$ cat src/rtl/counter_updown_mod.sv
// Up/down counter with programmable modulo, prescaled step rate,
// synchronous clear/load and wrap-or-saturate boundary handling.
module counter_updown_mod #(
  parameter int N        = 8,
  parameter int MAX      = 2**N-1,
  parameter int PRESCALE = 1,
  parameter int SATURATE = 0
) (
  input  logic         clk,
  input  logic         reset,
  input  logic         en,
  input  logic         dir,
  input  logic         clear,
  input  logic         load,
  input  logic [N-1:0] load_val,
  output logic [N-1:0] q,
  output logic         tc,
  output logic         ovf,
  output logic         at_max,
  output logic         at_min
);

  localparam int PW = (PRESCALE > 1) ? $clog2(PRESCALE) : 1;
  localparam logic [N-1:0]  MAX_V    = N'(MAX);
  localparam logic [PW-1:0] PRE_LAST = PW'(PRESCALE - 1);

  logic [N-1:0]  cnt_q, cnt_d;
  logic [PW-1:0] pre_q, pre_d;
  logic          tc_q, tc_d;
  logic          ovf_q, ovf_d;
  logic          step;
  logic          bound;

  assign step  = en && (pre_q == PRE_LAST);
  assign bound = dir ? (cnt_q == '0) : (cnt_q == MAX_V);

  always_comb begin
    cnt_d = cnt_q;
    pre_d = pre_q;
    tc_d  = 1'b0;
    ovf_d = ovf_q;
    if (clear) begin
      cnt_d = '0;
      pre_d = '0;
      ovf_d = 1'b0;
    end else if (load) begin
      cnt_d = (load_val > MAX_V) ? MAX_V : load_val;
      pre_d = '0;
    end else if (en) begin
      pre_d = step ? '0 : pre_q + PW'(1);
      if (step) begin
        if (bound) begin
          // Boundary step: flag it, then wrap or hold at the edge
          tc_d  = 1'b1;
          ovf_d = 1'b1;
          if (SATURATE == 0)
            cnt_d = dir ? MAX_V : '0;
        end else begin
          cnt_d = dir ? cnt_q - N'(1) : cnt_q + N'(1);
        end
      end
    end
  end

  always_ff @(posedge clk or posedge reset) begin
    if (reset) begin
      cnt_q <= '0;
      pre_q <= '0;
      tc_q  <= 1'b0;
      ovf_q <= 1'b0;
    end else begin
      cnt_q <= cnt_d;
      pre_q <= pre_d;
      tc_q  <= tc_d;
      ovf_q <= ovf_d;
    end
  end

  assign q      = cnt_q;
  assign tc     = tc_q;
  assign ovf    = ovf_q;
  assign at_max = (cnt_q == MAX_V);
  assign at_min = (cnt_q == '0);

endmodule

$ cat config.mk
export PLATFORM = sky130hd
export DESIGN_NAME = counter_updown_mod
export DESIGN_NICKNAME = d
export VERILOG_FILES = /design/src/rtl/counter_updown_mod.sv
export SDC_FILE = /design/constraint.sdc
export NUM_CORES = 1
export LEC_CHECK = 0
export CORE_MARGIN = 5
export CORE_UTILIZATION = 40
export DETAILED_ROUTE_END_ITERATION = 10
export PLACE_DENSITY = 0.7
export SYNTH_ARGS = -nofsm -noshare
export SYNTH_HDL_FRONTEND = slang
export SYNTH_SLANG_ARGS = --single-unit
$ cat constraint.sdc
create_clock -name clk -period 1.8 [get_ports clk]
set_input_delay 0.18 -clock clk [delete_from_list [all_inputs] [get_ports clk]]
set_output_delay 0.18 -clock clk [all_outputs]
set_load 0.02 [all_outputs]
Word-level counts from Yosys, hierarchy flattened
Index checks and enable logic that the tools add are counted.

Bits in registers: 11. Input port bits: 14. Output and inout port bits: 12. Word-level logic and storage cells: 43.

Add/subtract/negate cells: 3. Order comparisons: 1. Equal/unequal tests: 2. Muxes and demuxes: 23. Bitwise operators: 1. Reduce and logical (&&, ||, !) cells: 9.

Operator list (count): 8-bit 2-to-1 mux (8); 1-bit 2-to-1 mux (15); 8-bit by 1-bit adder with 8-bit output, second input constant (1); 8-bit == test, second input constant (1); 8-bit greater-than comparator, second input constant (1); 8-bit logical NOT (1); 8-bit by 1-bit subtractor with 8-bit output, second input constant (1); 2-bit nonzero test (3); 3-bit nonzero test (2); 4-bit AND reduction (1); 2-bit inequality test, second input constant (1); 2-bit AND reduction (1); 1-bit adder, second input constant (1); 1-bit logical AND (1); 1-bit NOT (1).

Depth between registers and ports, before layout
Depth in word-level cells: 7. Gate-level depth with buffers: 6. Mapped depth without buffers: 6.

Worst setup path after synthesis
Ideal clock, no wire load.

Path type: flip-flop to flip-flop. Start: reg cnt_q[0], in the netlist q[0]. End: reg cnt_q[6], in the netlist q[6]. Data arrival time: 1729 ps. Required time: 1706 ps. Path slack: -23 ps. Cell stages (with the launch flop): 7. Path buffers: 0. Clock period less this slack: 1823 ps. Cell sequence: dfrtp_1 -> fa_1 -> a21oi_1 -> o21ai_0 -> mux2i_1 -> and4_1 -> a221oi_2.

Longest elaborated chain between the ends: 7. Elaborated cells on any way between the ends: 11. Those cells by class: add/sub: 2; eq/ne: 1; mux: 7; reduce/logical: 1.

RTL lines: start, declared (line 27) `logic [N-1:0] cnt_q, cnt_d;`; start signal, assigned (line 72) `cnt_q <= cnt_d;`; 8-bit by 1-bit adder with 8-bit output, or another cell as far along (line 59) `cnt_d = dir ? cnt_q - N'(1) : cnt_q + N'(1);`; 8-bit 2-to-1 mux / 1-bit 2-to-1 mux (equally long branches) (line 59, 35); 8-bit 2-to-1 mux * (line 52) `if (bound) begin`; 8-bit 2-to-1 mux * (line 51) `if (step) begin`; 8-bit 2-to-1 mux * (line 49) `end else if (en) begin`; 8-bit 2-to-1 mux * (line 46) `end else if (load) begin`; 8-bit 2-to-1 mux * (line 42) `if (clear) begin`.

Every way passes the cells marked *; elsewhere a longest branch is shown, timed or not. The select of a mux whose other input is x is not followed. A chain may end at the register's enable or synchronous reset.

Worst setup path in the final report
Start: reg cnt_q[2], in the netlist q[2]. End: out at_min.

Longest elaborated chain between the ends: 1.

RTL lines: 8-bit logical NOT (line 83) `assign at_min = (cnt_q == '0);`; end, declared (line 20) `output logic at_min`.

Every way passes these cells.

==> results.toml <==
[sta]
finalCritPeriodShare = 0.980
maxSlewViolCount = 0
hold_ws_ps = 201
final_hold_viol_count = 0
fin_setup_tns_ps = 0
finClkSkew_ps = 2.40
finalCriticalPeriod_ps = 1760
max_freq_ghz = 0.567
max_slew_margin = 0.715
tightest_slew_ps = 427
rsz0062_at_grt = "true"
setup_viol = 0

[global_route]
antenna_found_initial = 0
grt_start_max_net_pins = 12
grt_overflow_total = 0
grt_pass1_vias = 1028
grt_usage = 0.172
grt_pass1_wl_um = 4570

[routing]
totalWireLength_um = 2860
wl_per_cell_um = 15.1
dr.first_iter.drc_count = 20
drc_errors = 0
first_pass_iters = 4
antenna_left = 0
vias = 1021
vias_per_cell = 5.40

[power]
clkPwrFrac = 0.174
pwr-share-seq = 0.311
switchingPower_mw = 0.343
leakagePower_nw = 0.675
p_per_area_nw_per_um2 = 627
combPwrFrac = 0.516
ir_worst_vdd_mv = 0.584
switching_share = 0.357
p_total_mw = 0.960
power.internal_mw = 0.617

[finish]
area_growth_pct = 65.9
multi_input_area_um2 = 717
final_cells = 189
fillers = 184
drive_gt1_frac = 0.311
layout.nets = 183
n_antenna_cell = 0
ff_latch_area_um2 = 279

[setup_path]
rr_startpoint = "q[3]$_DFFE_PP0P_"
r2r_cells = 6
crit_fanout = 5
cp-start-kind = "flop"
r2r-end = "q[5]$_DFFE_PP0P_"
rrSetupSlack_ps = 40
cp.required_ps = 1620
path_class = "flop to primary output"
worstPathArrival_ps = 1580
end_kind = "primary output"

[floorplanning]
die_y_um = 58.0
die-area_um2 = 3370
die_w_um = 58.0
coreArea_um2 = 2210
rows = 17
io-pin-count = 26
start_util = 0.417

[job]
drv_cap = 0

[placement]
dp_hpwl_um = 2200
io_buffers = 25
placed_cells = 184
gp_congestion = 0.875

[clock_network]
htreeDepth = 1
hold_buffers = 0
cts_tree = "done"
clk_latency_ps = 270
cts_made_buffers = 3
clockBufferDepth = 2
cts_root_buf = "clkbuf_4"
clk_pin_slew_worst_paths_ps = 70
clock-sinks = 11

[outcome]
status = "complete, no violations"

[yosys]
yosysTopAreaCellShare = 0.299
synthTopCellsByCount = "o21ai_0, dfrtp_1, nand2_1"
yosysSeqAreaShare = 0.299
netlist_instances = 107
ys.flop_type = "dfrtp_1"
synth.most_common_cell = "o21ai_0"
avgSynthCellArea_um2 = 8.62
netlist_area_um2 = 922
synth_area_leaders = "dfrtp_1, ha_1, o21ai_0"
synth.distinct_cells = 39
ys_warn_count = 0
ys_ff_latch = 11
post-synth-top-area-cell = "dfrtp_1"
async_flop_share = 1.00
synth_edf_count = 0
synthesis.nets = 128

[min_path]
hold_class = "primary input to async pin"
power groups by stage:
stage / clock network (mW) / logic, mW / registers, mW
final: 0.167 / 0.495 / 0.298
after global routing: 0.186 / 0.534 / 0.302
after CTS: 0.173 / 0.454 / 0.295
after detailed placement: 0 / 0.433 / 0.296
after global placement: 0 / 0.425 / 0.296
after floorplan: 0 / 0.202 / 0.321
worst max path at each step:
| stage | from | to | cells after the start |
|---|---|---|---|
| global route | q[1]$_DFFE_PP0P_ | q[7]$_DFFE_PP0P_ | 7 |
| CTS | dir | q[5]$_DFFE_PP0P_ | 8 |
| floorplan | q[2]$_DFFE_PP0P_ | q[5]$_DFFE_PP0P_ | 6 |
| detailed placement | dir | q[5]$_DFFE_PP0P_ | 8 |
| global placement | dir | q[5]$_DFFE_PP0P_ | 8 |
| finish | q[2]$_DFFE_PP0P_ | at_min | 3 |
sequential cells by signal, summed over array words and instances, names as in the netlist:
signal and count:
pre_q 1, q 8, ovf 1, tc 1
cell usage in the layout, fill, tap and decap left out, drive strengths merged, types with 2 or more instances in the layout:
master / synthesis / final
nor2b: 3 / 3
clkbuf: 0 / 4
a211oi: 2 / 2
o21ai: 14 / 14
nor3: 5 / 5
dfrtp: 11 / 11
a21oi: 6 / 6
nand2b: 4 / 4
nand2: 9 / 9
mux2i: 4 / 4
xor2: 2 / 2
nor4: 3 / 3
ha: 6 / 6
and2: 3 / 3
nor2: 7 / 7
clkdlybuf4s50: 0 / 22
a21o: 2 / 2
and3: 2 / 2
buf: 1 / 26
nand4: 2 / 2
inv: 6 / 6
a22o: 2 / 2
cells by family after synthesis:
group                      after synthesis  synth area share
and+or+nand+nor                         41             0.251
AOI/OAI and AO/OA                       34             0.246
DFF                                     11             0.299
adders and majority gates                7             0.103
xor gates and xnor gates                 3            0.0285
buffers and inverters                    7            0.0298
muxes                                    4            0.0434
worst max-delay path, cell delays in order, from the launching register on:
cell and delay [ps]:
dfrtp_1 460, nor4_2 350, and2_2 210, clkdlybuf4s15_1 300
per-stage QoR:
step	setup slack [ps]	area, um2	util
floorplan	6.15	925	-
global placement	-362	1390	0.630
detailed placement	-420	1390	0.630
CTS	-10.6	1460	0.658
global route	-30.2	1530	0.692
finish	36.8	1530	0.692
final cells by class:
type | count | area share
clock buffer | 4 | 0.0172
inverter | 6 | 0.0147
multi-input combinational | 89 | 0.469
sequential | 11 | 0.182
tap | 28 | 0.0229
timing repair buffer | 51 | 0.294
timing repair:
action,CTS,global route
endpoints found under the hold margin,0,0
pin swaps,1,8
buffers inserted,1,0
endpoints found under the setup margin,6,7
resized for setup,9,16
routing by layer:
metal | wire (um) | global-route usage | vias up | share of wire
met5 | 0 | 0 | - | 0
met4 | 21 | 0.0232 | 0 | 0.0074
met3 | 169 | 0.0468 | 4 | 0.059
met2 | 1420 | 0.302 | 31 | 0.50
met1 | 1240 | 0.216 | 476 | 0.44
li1 | - | - | 510 | -
No activity file was read; power rests on OpenSTA's default activity.
